**src/rtl/mem_rr_arbiter.sv**
```systemverilog
// Two-master round-robin arbiter in front of one pipelined memory port.
// Registered command stage, per-master outstanding-read throttling, tagged read returns.
module mem_rr_arbiter #(
  parameter logic [1:0] ID0             = 2'd1,
  parameter logic [1:0] ID1             = 2'd2,
  parameter int         MAX_OUTSTANDING = 7,
  parameter int         CNT_W           = 3
) (
  input  logic        clock,
  input  logic        reset,
  input  logic [29:0] m0_address,
  input  logic        m0_read,
  input  logic        m0_write,
  input  logic [31:0] m0_writedata,
  input  logic [3:0]  m0_writedatamask,
  output logic        m0_waitrequest,
  output logic [31:0] m0_readdata,
  output logic        m0_readdatavalid,
  input  logic [29:0] m1_address,
  input  logic        m1_read,
  input  logic        m1_write,
  input  logic [31:0] m1_writedata,
  input  logic [3:0]  m1_writedatamask,
  output logic        m1_waitrequest,
  output logic [31:0] m1_readdata,
  output logic        m1_readdatavalid,
  input  logic        mem_waitrequest,
  output logic [1:0]  mem_id,
  output logic [29:0] mem_address,
  output logic        mem_read,
  output logic        mem_write,
  output logic [31:0] mem_writedata,
  output logic [3:0]  mem_writedatamask,
  input  logic [31:0] mem_readdata,
  input  logic [1:0]  mem_readdataid,
  output logic        protocol_error
);

  localparam logic [1:0]       TAG [2] = '{ID0, ID1};
  localparam logic [CNT_W-1:0] CNT_MAX = CNT_W'(MAX_OUTSTANDING);

  logic [1:0]       rd, wr, elig, ret;
  logic             load_en, grant_vld, grant_sel;
  logic             rr_q, rr_d;
  logic             armed_q, armed_d;
  logic             err_q, err_d;
  logic [CNT_W-1:0] cnt_q [2];
  logic [CNT_W-1:0] cnt_d [2];
  logic [1:0]       id_q, id_d;
  logic [29:0]      addr_q, addr_d;
  logic             rd_q, rd_d, wr_q, wr_d;
  logic [31:0]      wdata_q, wdata_d;
  logic [3:0]       mask_q, mask_d;

  assign rd  = {m1_read, m0_read};
  assign wr  = {m1_write, m0_write};
  assign ret = {mem_readdataid == TAG[1], mem_readdataid == TAG[0]};

  // A master sitting at its read limit stays eligible for writes.
  assign elig[0] = wr[0] | (rd[0] & (cnt_q[0] < CNT_MAX));
  assign elig[1] = wr[1] | (rd[1] & (cnt_q[1] < CNT_MAX));

  assign load_en   = ~(rd_q | wr_q) | ~mem_waitrequest;
  assign grant_vld = load_en & (|elig);
  // rr_q names the master that wins a tie.
  assign grant_sel = (&elig) ? rr_q : elig[1];

  assign m0_waitrequest   = ~(grant_vld & ~grant_sel);
  assign m1_waitrequest   = ~(grant_vld &  grant_sel);
  assign m0_readdata      = mem_readdata;
  assign m1_readdata      = mem_readdata;
  assign m0_readdatavalid = ret[0];
  assign m1_readdatavalid = ret[1];

  // NOTE: every variable written here gets its default first, so no path leaves it unassigned and no latch is inferred.
  always_comb begin
    rr_d    = rr_q;
    armed_d = armed_q | grant_vld;
    err_d   = err_q;
    id_d    = id_q;
    addr_d  = addr_q;
    rd_d    = rd_q;
    wr_d    = wr_q;
    wdata_d = wdata_q;
    mask_d  = mask_q;

    if (grant_vld) begin
      rr_d    = ~grant_sel;
      id_d    = grant_sel ? ID1 : ID0;
      addr_d  = grant_sel ? m1_address : m0_address;
      wdata_d = grant_sel ? m1_writedata : m0_writedata;
      mask_d  = grant_sel ? m1_writedatamask : m0_writedatamask;
      // Read+write together is forwarded as a write; the read is never acknowledged.
      wr_d    = wr[grant_sel];
      rd_d    = rd[grant_sel] & ~wr[grant_sel];
      if (rd[grant_sel] & wr[grant_sel]) err_d = 1'b1;
    end else if (load_en) begin
      rd_d = 1'b0;
      wr_d = 1'b0;
    end

    for (int i = 0; i < 2; i++) begin
      cnt_d[i] = cnt_q[i];
      if (grant_vld && (grant_sel == 1'(i)) && rd[i] && !wr[i]) begin
        if (!ret[i]) cnt_d[i] = cnt_q[i] + 1'b1;
      end else if (ret[i]) begin
        if (cnt_q[i] != '0)            cnt_d[i] = cnt_q[i] - 1'b1;
        else if (armed_q || grant_vld) err_d    = 1'b1;
      end
    end
  end

  // NOTE: sequential state uses non-blocking assignments so all registers update together at the edge.
  always_ff @(posedge clock) begin
    if (reset) begin
      rr_q     <= 1'b0;
      armed_q  <= 1'b0;
      err_q    <= 1'b0;
      cnt_q[0] <= '0;
      cnt_q[1] <= '0;
      id_q     <= '0;
      addr_q   <= '0;
      rd_q     <= 1'b0;
      wr_q     <= 1'b0;
      wdata_q  <= '0;
      mask_q   <= '0;
    end else begin
      rr_q     <= rr_d;
      armed_q  <= armed_d;
      err_q    <= err_d;
      cnt_q[0] <= cnt_d[0];
      cnt_q[1] <= cnt_d[1];
      id_q     <= id_d;
      addr_q   <= addr_d;
      rd_q     <= rd_d;
      wr_q     <= wr_d;
      wdata_q  <= wdata_d;
      mask_q   <= mask_d;
    end
  end

  assign mem_id            = id_q;
  assign mem_address       = addr_q;
  assign mem_read          = rd_q;
  assign mem_write         = wr_q;
  assign mem_writedata     = wdata_q;
  assign mem_writedatamask = mask_q;
  assign protocol_error    = err_q;

endmodule

```
**config.mk**
```make
export PLATFORM = sky130hd
export DESIGN_NAME = mem_rr_arbiter
export DESIGN_NICKNAME = d
export VERILOG_FILES = /design/src/rtl/mem_rr_arbiter.sv
export SDC_FILE = /design/constraint.sdc
export NUM_CORES = 1
export LEC_CHECK = 0
export ABC_AREA = 1
export BUFFER_PORTS_ARGS = -buffer_cell sky130_fd_sc_hd__buf_2
export CAP_MARGIN = 10
export CORE_AREA = 2 2 122 124
export DETAILED_ROUTE_END_ITERATION = 8
export DIE_AREA = 0 0 124 126
export PLACE_DENSITY_LB_ADDON = 0.1
export SYNTH_ARGS = -nofsm -noshare
export SYNTH_HDL_FRONTEND = slang
export SYNTH_SLANG_ARGS = --single-unit
```
**constraint.sdc**
```tcl
create_clock -name clock -period 2 [get_ports clock]
set_input_delay 0.2 -clock clock [delete_from_list [all_inputs] [get_ports clock]]
set_output_delay 0.2 -clock clock [all_outputs]
set_load 0.1 [all_outputs]
```
==> impl_summary.md <==
STA
Setup violations remaining at the end of the flow were counted as 0. The final clock period utilization by the worst path is 94.52%. Subtracting the final worst setup slack from the clock period gives 1.890 ns. The number of hold violations in the final report came to 0. The number of max-slew violations in the final report is 0. The slew at the pin closest to its max-slew limit is 0.5161 ns.

The final setup slack of the worst path is 0.1097 ns. The final hold slack is 0.1232 ns. Setup repair after global routing left no endpoint under its margin. The worst slew slack as a fraction of its limit is 65.83%. The highest achievable clock rate is 529.0 MHz.

The final setup skew is 0.007355 ns.

Power
The design draws 0.006033 W. The static leakage power is 2.396 nW. IR analysis of the VDD net gives a maximum drop of 0.4506 mV. Power spread over the standard cell area amounts to 1215 nW/um^2.

Drt
The post-detailed-route wirelength per cell is 14.62 um. The detailed router finished its first iteration with 177 violations. The routed design has 12,610 um of wire. The vias per cell is 4.589. Before antenna repair, the detailed router went through 7 iterations. The routed layout has 3,956 vias. The post-route DRC violation count is 0. The count of nets left with antenna violations after detail routing is 0.

Yosys
The number of distinct library cell variants in the gate-level netlist after synthesis is 23. The share of Yosys cell area claimed by the top area cell type is 40.59%. The average footprint of a synthesized cell is 7.218 um^2. Of all cell types, the one taking the most synthesized area is sky130_fd_sc_hd__dfxtp_1. The proportion of synthesized chip area in sequential cells is 40.59%. By area the synthesized netlist is led by sky130_fd_sc_hd__dfxtp_1 (41%), sky130_fd_sc_hd__nand2_1 (22%), sky130_fd_sc_hd__buf_4 (14%). The Yosys step of the flow raised 0 warnings. The flip-flop and latch count after synthesis is 78. The number of nets produced by synthesis is 708. The cell count after synthesis came out at 533. The synthesized area is 3847 um^2.

Placement
The last weighted congestion value of the routability-driven placer is 0.8262. The half-perimeter wire length after placement is 9227 um. The number of cells after detailed placement is 847. Input and output buffers added on the ports amount to 215. The post-placement worst setup slack is 0.07130 ns.

Floorplanning
The initialized floorplan defines 44 standard-cell rows. The starting utilization of the core area is 26.88%. The floorplan step defined a die boundary enclosing 15,620 um^2. The floorplan step defined a core boundary enclosing 14,310 um^2. For this design the top-level I/O count stands at 312. The die is 124 um wide. The floorplan step set the die height to 126 um.

Critical path
The worst setup path is launched from a flop. Walking the worst path, the cells encountered are nand3_1 -> nand2_1 -> nand2_1 -> nand2_1 -> nand2_2 -> buf_4 -> inv_2 -> nor2_4 -> clkinvlp_4 -> buf_6. The worst register-to-register path ends at cnt_q[0][2]. The worst register-to-register path has a setup slack of 0.17 ns. For this design, the slowest cell found on the critical path is sky130_fd_sc_hd__dfxtp_2. STA puts the critical path data required time at 1.80 ns.

The depth of the worst register-to-register path is 13. The critical path launch point is cnt_q[0][1]. The launching point of the worst reg2reg path is cnt_q[0][4]. Of all nets on the critical path, the largest fanout is 4. The category of the most critical setup path is reg2out. The cell seen most often among critical-path stages is sky130_fd_sc_hd__nand2_1. The capturing element type of the critical path is an output pin. The largest single stage delay on the critical path is 0.34 ns.

The arrival time at the worst endpoint is 1.69 ns.

Hold path
The hold path startpoint is m0_address[15]. In this run the worst hold path is classified as in2reg. For hold timing, the worst endpoint is mem_address[15]. The worst hold path was traced through 3 stages.

Global route
The number of global-route vias before repair is 3,826. Entering global routing, the biggest net connects 43 pins. The global router's overall resource usage is 15.73%. The number of antenna violations at the first check in global routing is 0. For this run the aggregate overflow at the end of global routing stands at 0. The first global-routing pass estimated 19,000 um of wire.

Finish
The final layout net count is 849. The area growth from synthesis to final layout is 29.07%. The library cell used most frequently in the layout, excluding fill and tap cells, is sky130_fd_sc_hd__nand2_1. Cells with a size suffix above 1 make up 38.79% of the layout. 0 antenna diodes ended up in the layout. The final instance count without filler cells is 862.

In the layout the commonest cells are sky130_fd_sc_hd__nand2_1 (225), sky130_fd_sc_hd__buf_2 (213), sky130_fd_sc_hd__dfxtp_1 (72). At the end of the flow the core is filled with cells to 34.69%.

CTS
The longest clock path from root to sink contains 2 buffers. The clock input transition at the sequential cells of the worst setup and hold paths is 0.06 ns. The CTS tree is yes. The H-tree was split into 3 levels. The number of setup buffers added after CTS is 0. The number of buffers created by CTS is 9. The cell at the root of the clock tree is sky130_fd_sc_hd__clkbuf_16. At the later pin of the worst-skew pair, clock insertion delay measures 0.34 ns. The total clock sinks is 78.

Job
The number of maximum-capacitance constraint violations is 0.

Run status
The flow ran to the end, and the final reports show no timing, DRC or antenna violations.
==> stage by stage <==
stage / instance area (um^2) / TNS (ns)
floorplan: 3856 / -0.04866
CTS: 4921 / 0
finish: 4966 / 0
global route: 4966 / 0
detailed placement: 4578 / 0
global placement: 4578 / 0
==> cell usage after synthesis <==
master	number
sky130_fd_sc_hd__o21ai_1	3
sky130_fd_sc_hd__a21oi_1	7
sky130_fd_sc_hd__buf_2	11
sky130_fd_sc_hd__buf_4	74
sky130_fd_sc_hd__clkbuf_1	7
sky130_fd_sc_hd__nand2_4	1
sky130_fd_sc_hd__nor2_1	12
sky130_fd_sc_hd__o21ai_0	5
sky130_fd_sc_hd__dfxtp_1	78
sky130_fd_sc_hd__nor3_1	2
sky130_fd_sc_hd__nand2_2	3
sky130_fd_sc_hd__buf_6	1
sky130_fd_sc_hd__a31oi_1	66
sky130_fd_sc_hd__nor2_4	2
sky130_fd_sc_hd__inv_1	15
sky130_fd_sc_hd__fa_1	2
sky130_fd_sc_hd__nand3_1	12
sky130_fd_sc_hd__inv_2	2
sky130_fd_sc_hd__a211oi_1	1
sky130_fd_sc_hd__o21bai_1	1
sky130_fd_sc_hd__buf_1	1
sky130_fd_sc_hd__nand2_1	225
sky130_fd_sc_hd__a21boi_0	2
==> logic make-up (layout without fill, tap and decap cells) <==
| family | after synthesis | in the layout | share of synthesized area (%) |
|---|---|---|---|
| AO/OA/AOI/OAI | 85 | 85 | 13.46 |
| AND/OR/NAND/NOR | 257 | 257 | 26.31 |
| flip-flops | 78 | 78 | 40.59 |
| buffers and inverters | 111 | 256 | 18.60 |
| adder cells (fa/ha/maj) | 2 | 2 | 1.041 |
==> worst max-delay path by stage <==
stage                     end  slack, ns  cells after the start
6_report       m0_waitrequest       0.11                     10
5_1_grt        m0_waitrequest     0.0005                     10
4_1_cts        m0_waitrequest       0.02                     10
3_5_place_dp      cnt_q[0][5]       0.07                     12
3_3_place_gp      cnt_q[0][5]       0.11                     12
2_1_floorplan  m1_waitrequest      -0.05                      5
==> sequential cells by signal, summed over array words and instances, names as in the netlist <==
name and flops:
cnt_q 6, mem_writedatamask 4, protocol_error 1, mem_id 2, mem_read 1, armed_q 1
mem_address 30, mem_write 1, mem_writedata 32
==> critical path: cells and delay by family (launching register included) <==
family                 cells  cell delay, ns
buffers and inverters      4            0.47
AND/OR/NAND/NOR            6            0.53
flip-flops                 1            0.34
==> metal layers <==
metal	up-vias	track usage [%]	wire [um]
met5	-	0	0
met4	0	10.11	585
met3	57	4.529	1112
met2	162	26.79	6057
met1	1781	16.79	4850
li1	1956	-	-
==> where the power goes <==
group	switching [W]	leakage [nW]	internal (W)	total (W)
clock	0.000640	0.166	0.00125	0.00189
combinational	0.00184	1.58	0.000438	0.00228
sequential	0.000113	0.648	0.00175	0.00186
total	0.00260	2.40	0.00344	0.00603
==> area by class of cell <==
class | instances | area (um^2)
fillers | 1566 | 9348
multi-input cells | 344 | 1605
flip-flops and latches | 78 | 1569
repair buffers | 224 | 1156
clock buffers | 11 | 242.7
well taps | 184 | 230.2
clock inverters | 4 | 95.09
inverters | 17 | 67.56
==> timing repair <==
action                                  in CTS  in global routing
hold buffers                                 0                  0
endpoints found under the setup margin       2                 20
gates resized for setup                      2                 15
pin swaps                                    0                  2
No activity file was read; power rests on OpenSTA's default activity.
